`config.mk`:
```
export PLATFORM = sky130hd
export DESIGN_NAME = button_debouncer
export DESIGN_NICKNAME = d
export VERILOG_FILES = /design/src/rtl/debounce_pkg.sv /design/src/rtl/bit_synchronizer.sv /design/src/rtl/button_debouncer.sv
export SDC_FILE = /design/constraint.sdc
export NUM_CORES = 1
export LEC_CHECK = 0
export ABC_AREA = 1
export ABC_CLOCK_PERIOD_IN_PS = 1600
export BUFFER_PORTS_ARGS = -buffer_cell sky130_fd_sc_hd__buf_2
export CORE_ASPECT_RATIO = 1.4
export CORE_MARGIN = 2
export CORE_UTILIZATION = 60
export CTS_CLUSTER_SIZE = 8
export DETAILED_ROUTE_END_ITERATION = 6
export GPL_ROUTABILITY_DRIVEN = 0
export HOLD_SLACK_MARGIN = 0.08
export PLACE_DENSITY = 0.76
export SKIP_LAST_GASP = 1
export SLEW_MARGIN = 10
export SYNTH_ARGS = -nofsm -noshare
export SYNTH_HDL_FRONTEND = slang
export SYNTH_HIERARCHICAL = 1
export SYNTH_SLANG_ARGS = --single-unit
```
`constraint.sdc`:
```
create_clock -name clk -period 1.6 [get_ports clk]
set_input_delay 0 -clock clk [delete_from_list [all_inputs] [get_ports clk]]
set_output_delay 0 -clock clk [all_outputs]
set_load 0.005 [all_outputs]
```
`src/rtl/debounce_pkg.sv`:
```
// debounce_pkg: shared state encoding and default constants for button_debouncer
package debounce_pkg;
    typedef enum logic [1:0] {
        STABLE_LOW  = 2'd0,
        PEND_HIGH   = 2'd1,
        STABLE_HIGH = 2'd2,
        PEND_LOW    = 2'd3
    } state_t;
    localparam int DEFAULT_SYNC_STAGES = 2;
    localparam int DEFAULT_DEBOUNCE_CYCLES = 1000000;
endpackage

```
`src/rtl/bit_synchronizer.sv`:
```
// bit_synchronizer: plain shift-register synchronizer for one asynchronous bit
module bit_synchronizer #(
    parameter int STAGES = 2
) (
    input  logic clk,
    input  logic reset,
    input  logic d,
    output logic q
);
    logic [STAGES-1:0] sr;
    always_ff @(posedge clk)
        if (reset) sr <= '0;
        else sr <= {sr[STAGES-2:0], d};
    assign q = sr[STAGES-1];
endmodule

```
`src/rtl/button_debouncer.sv`:
```
// button_debouncer: synchronizer plus stability-counter FSM turning a bouncing button into a clean level
// Optional long_press output is built when DEBOUNCE_LONG_PRESS_EN is defined.
module button_debouncer
    import debounce_pkg::*;
#(
    parameter int SYNC_STAGES = DEFAULT_SYNC_STAGES,
    parameter int DEBOUNCE_CYCLES = DEFAULT_DEBOUNCE_CYCLES
`ifdef DEBOUNCE_LONG_PRESS_EN
    , parameter int LONG_PRESS_CYCLES = 100000000
`endif
) (
    input  logic clk,
    input  logic reset,
    input  logic btn_in,
    output logic btn_clean,
    output logic busy
`ifdef DEBOUNCE_LONG_PRESS_EN
    , output logic long_press
`endif
);
    localparam int CNT_W = $clog2(DEBOUNCE_CYCLES + 1);
    localparam logic [CNT_W-1:0] CNT_MAX = CNT_W'(DEBOUNCE_CYCLES);
    logic btn_sync;
    state_t state, state_nxt;
    logic [CNT_W-1:0] cnt, cnt_nxt;
    bit_synchronizer #(.STAGES(SYNC_STAGES)) u_sync (
        .clk   (clk),
        .reset (reset),
        .d     (btn_in),
        .q     (btn_sync)
    );
    // Any reversal while pending drops back to the old stable state, so the next attempt restarts from 1.
    always_comb begin
        state_nxt = state;
        cnt_nxt = cnt;
        case (state)
            STABLE_LOW: if (btn_sync) begin
                state_nxt = PEND_HIGH;
                cnt_nxt = CNT_W'(1);
            end
            PEND_HIGH: if (!btn_sync) begin
                state_nxt = STABLE_LOW;
                cnt_nxt = '0;
            end else if (cnt == CNT_MAX) begin
                state_nxt = STABLE_HIGH;
                cnt_nxt = '0;
            end else cnt_nxt = cnt + CNT_W'(1);
            STABLE_HIGH: if (!btn_sync) begin
                state_nxt = PEND_LOW;
                cnt_nxt = CNT_W'(1);
            end
            PEND_LOW: if (btn_sync) begin
                state_nxt = STABLE_HIGH;
                cnt_nxt = '0;
            end else if (cnt == CNT_MAX) begin
                state_nxt = STABLE_LOW;
                cnt_nxt = '0;
            end else cnt_nxt = cnt + CNT_W'(1);
            default: begin
                state_nxt = STABLE_LOW;
                cnt_nxt = '0;
            end
        endcase
    end
    always_ff @(posedge clk)
        if (reset) begin
            state <= STABLE_LOW;
            cnt <= '0;
            btn_clean <= 1'b0;
            busy <= 1'b0;
        end else begin
            state <= state_nxt;
            cnt <= cnt_nxt;
            btn_clean <= state_nxt == STABLE_HIGH || state_nxt == PEND_LOW;
            busy <= state_nxt == PEND_HIGH || state_nxt == PEND_LOW;
        end
`ifdef DEBOUNCE_LONG_PRESS_EN
    localparam int HOLD_W = $clog2(LONG_PRESS_CYCLES + 1);
    localparam logic [HOLD_W-1:0] HOLD_MAX = HOLD_W'(LONG_PRESS_CYCLES);
    logic [HOLD_W-1:0] hold_cnt, hold_nxt;
    assign hold_nxt = state != STABLE_HIGH ? '0 : hold_cnt == HOLD_MAX ? hold_cnt : hold_cnt + HOLD_W'(1);
    // Looking at state_nxt lets long_press drop on the same edge the FSM enters PEND_LOW.
    always_ff @(posedge clk)
        if (reset) begin
            hold_cnt <= '0;
            long_press <= 1'b0;
        end else begin
            hold_cnt <= hold_nxt;
            long_press <= state_nxt == STABLE_HIGH && hold_nxt == HOLD_MAX;
        end
`endif
endmodule

```
==> metrics.yaml <==
timing:
  fin_skew_ns: 0.00277
  maxSlewViolCount: 0
  setup_slack_ns: 0.110
  hold_violations: 0
  final.period_utilization: 0.931
  setup_viol: 0
  rsz0062_at_grt: "no"
  max-slew-margin-rel: 0.763
  max_clock_freq_mhz: 671
  setup-tns-final_ns: 0
  period_minus_slack_ns: 1.49
  worstMarginPinSlew_ns: 0.354
route:
  drt_iter0_drc: 42
  via_per_inst: 5.32
  drc_errors: 0
  vias: 1320
  wl_per_cell_microns: 11.5
  ant_nets: 0
  routed_wl_microns: 2850
  drt-pass1-iter-count: 4
clock_tree:
  htreeDepth: 1
  clk_latency_ns: 0.32
  cts_buffer_depth: 2
  cts_made_buffers: 3
  clkSlewWorstSetupHoldPaths_ns: 0.13
  postCtsSetupBuffers: 0
  tritoncts: "yes"
  clock-root-buffer: "clkbuf_4"
  clock-sinks: 25
synth:
  netlist_instances: 207
  synth_edf_count: 0
  ys_ff_latch: 25
  synth_top_flop_cell: "dfxtp_1"
  ys_warn_count: 6
  synth_top_area_frac: 0.334
  synth_largest_area_cell: "dfxtp_1"
  syn_avg_cell_area_sq_um: 7.24
  ys_async_sr_fraction: 0
  synthTopCellsByArea: "dfxtp_1, nand2_1, nand2_2, a21oi_2, inv_1"
  synth_nets: 212
  ys_types: 28
  mappedNetlistArea_sq_mm: 0.00150
  ys_seq_area_frac: 0.334
place:
  portBuffers: 4
  post-place-ws_ns: 0.113
  hpwl_microns: 2170
global_routing:
  overflow: 0
  grtUsageMet3: 0.0287
  busiest_layer: "met2"
  grt_pass1_vias: 1206
  antenna_found_initial: 0
  use_met2: 0.391
  grt_first_pass_wirelength_microns: 5020
  grt_max_degree: 17
  gr-usage-met1: 0.275
  groute.usage.overall: 0.228
power:
  pwr-share-seq: 0.658
  power_frac_clock: 0.293
  sw_frac_of_total: 0.227
  power_frac_comb: 0.049
  pwr_density_cell_mw_per_mm2: 604
  p_leak_uw: 0.000477
  p_switching_uw: 217
  p_int_uw: 740
  vdd_ir_drop_max_uv: 536
worst_setup_path:
  worstSetupPathType: "reg2reg"
  r2r_slack_ns: 0.11
  cp_max_fo: 15
  critPathMostFrequentCell: "nand3_1"
  worstPathArrival_ns: 1.71
  crit_chain: "inv_1, ha_1, nand3_1, nor2_2, nand3_1, nand2_2, inv_6, nand2_1, a21oi_1"
  worst_ep_required_time_ns: 1.82
  end_kind: "register"
  cpPeakStageDelay_ns: 0.34
  slowest_stage: "dfxtp_1"
  crit_path_start_kind: "register"
die:
  fp.dieH_microns: 63.1
  die-area_sq_mm: 0.00292
  initial_core_util: 0.627
  rows: 21
  pin_count: 5
  die_w_microns: 46.2
  core_area_sq_mm: 0.00239
finish:
  layout.nets: 220
  diodes: 0
  fill_cells: 203
  drive_above_1_share: 0.248
  area_delta_synth_final_pct: 5.59
flow_run:
  cap_violations: 0
min_path:
  hold_class: "reg2reg"
outcome:
  status: "finished, final reports clean"
## cell usage after synthesis, drive strengths merged, types with 3 or more instances
master,instances
a21oi,18
dfxtp,25
inv,23
nand2,65
nand3,8
nand4,5
nor2,29
nor3,5
o21ai,10
xnor2,3
xor2,7
## what timing repair did
item                                    CTS  global route
endpoints found under the hold margin    11             0
endpoints found under the setup margin    0             4
gates resized for setup                   0             2
hold buffers                              3             0
## power by group through the flow
stage                     Clock [uW]  Combinational [uW]  Sequential (uW)
final                            280                46.6              629
after global routing             315                51.0              630
after CTS                        291                46.4              630
after detailed placement           0                40.8              643
after global placement             0                40.6              643
after floorplan                    0                34.6              643
## stage by stage
| step | instances | hold slack [ns] | util | instance area (sq um) | power [uW] |
|---|---|---|---|---|---|
| 3_5_place_dp | 241 | 0.216 | 0.635 | 1520 | 684 |
| 5_1_grt | 248 | 0.449 | 0.662 | 1580 | 996 |
| 2_1_floorplan | 207 | 0.0712 | - | 1500 | 677 |
| 4_1_cts | 248 | 0.420 | 0.659 | 1580 | 967 |
| 6_report | 248 | 0.416 | 0.662 | 1580 | 956 |
| 3_3_place_gp | 241 | 0.207 | 0.635 | 1520 | 684 |
## sequential cells by signal (all words and copies together) (netlist names)
name / flops
btn_clean: 1
busy: 1
cnt: 20
state: 1
u_sync/sr: 2
## routing by layer
metal / share of wire / wire length, microns
met5: 0 / 0
met3: 0.030 / 87
met4: 0.036 / 104
met1: 0.42 / 1200
met2: 0.51 / 1460
## path summary, 6_finish.rpt
check                           depth (start not counted)          from      endpoint
worst min register to register                          2  u_sync/sr[0]  u_sync/sr[1]
worst max-delay path                                    9        cnt[0]       cnt[10]
worst max register to register                          9        cnt[0]       cnt[10]
worst min-delay path                                    2  u_sync/sr[0]  u_sync/sr[1]
## cells by family after synthesis
| kind of cell | share of synthesized area |
|---|---|
| AND/OR/NAND/NOR | 0.371 |
| adder cells (fa/ha/maj) | 0.0167 |
| flip-flops | 0.334 |
| buffers and inverters | 0.0876 |
| AO/OA/AOI/OAI | 0.127 |
| XOR/XNOR | 0.0634 |
## worst max-delay path, delay by kind of cell (launching register included)
kind	cells	cell delay, ns
buf+inv	2	0.24
simple gates	5	0.57
compound gates	1	0.06
flops	1	0.34
fa+ha+maj	1	0.17
## cell usage in the layout (no fill, tap or decap)
cell | synthesis | layout
a21oi_1 | 8 | 8
a21oi_2 | 10 | 10
buf_2 | 0 | 4
clkbuf_1 | 1 | 1
clkbuf_4 | 1 | 3
dfxtp_1 | 25 | 25
dlygate4sd3_1 | 0 | 3
ha_1 | 2 | 2
inv_1 | 17 | 17
inv_2 | 5 | 5
inv_6 | 0 | 1
nand2_1 | 49 | 49
nand2_2 | 15 | 15
nand2_4 | 1 | 1
nand3_1 | 7 | 7
nand3_2 | 1 | 1
nand3b_1 | 1 | 1
nand4_1 | 5 | 5
nor2_1 | 17 | 17
nor2_2 | 8 | 7
nor2_4 | 4 | 5
nor3_1 | 5 | 5
o21ai_0 | 8 | 8
o21ai_1 | 2 | 2
o22ai_1 | 2 | 2
xnor2_1 | 2 | 2
xnor2_2 | 1 | 1
xor2_1 | 7 | 7
## final cells by class
type	count	area (sq um)	area share
Timing Repair Buffer	7	50.0	0.0316
Inverter	23	91.3	0.0577
Multi-Input combinational cell	155	872	0.551
Clock buffer	4	26.3	0.0166
Sequential cell	25	500	0.316
Tap cell	34	42.5	0.0269
Note: power is estimated with default switching activity, not from simulation.
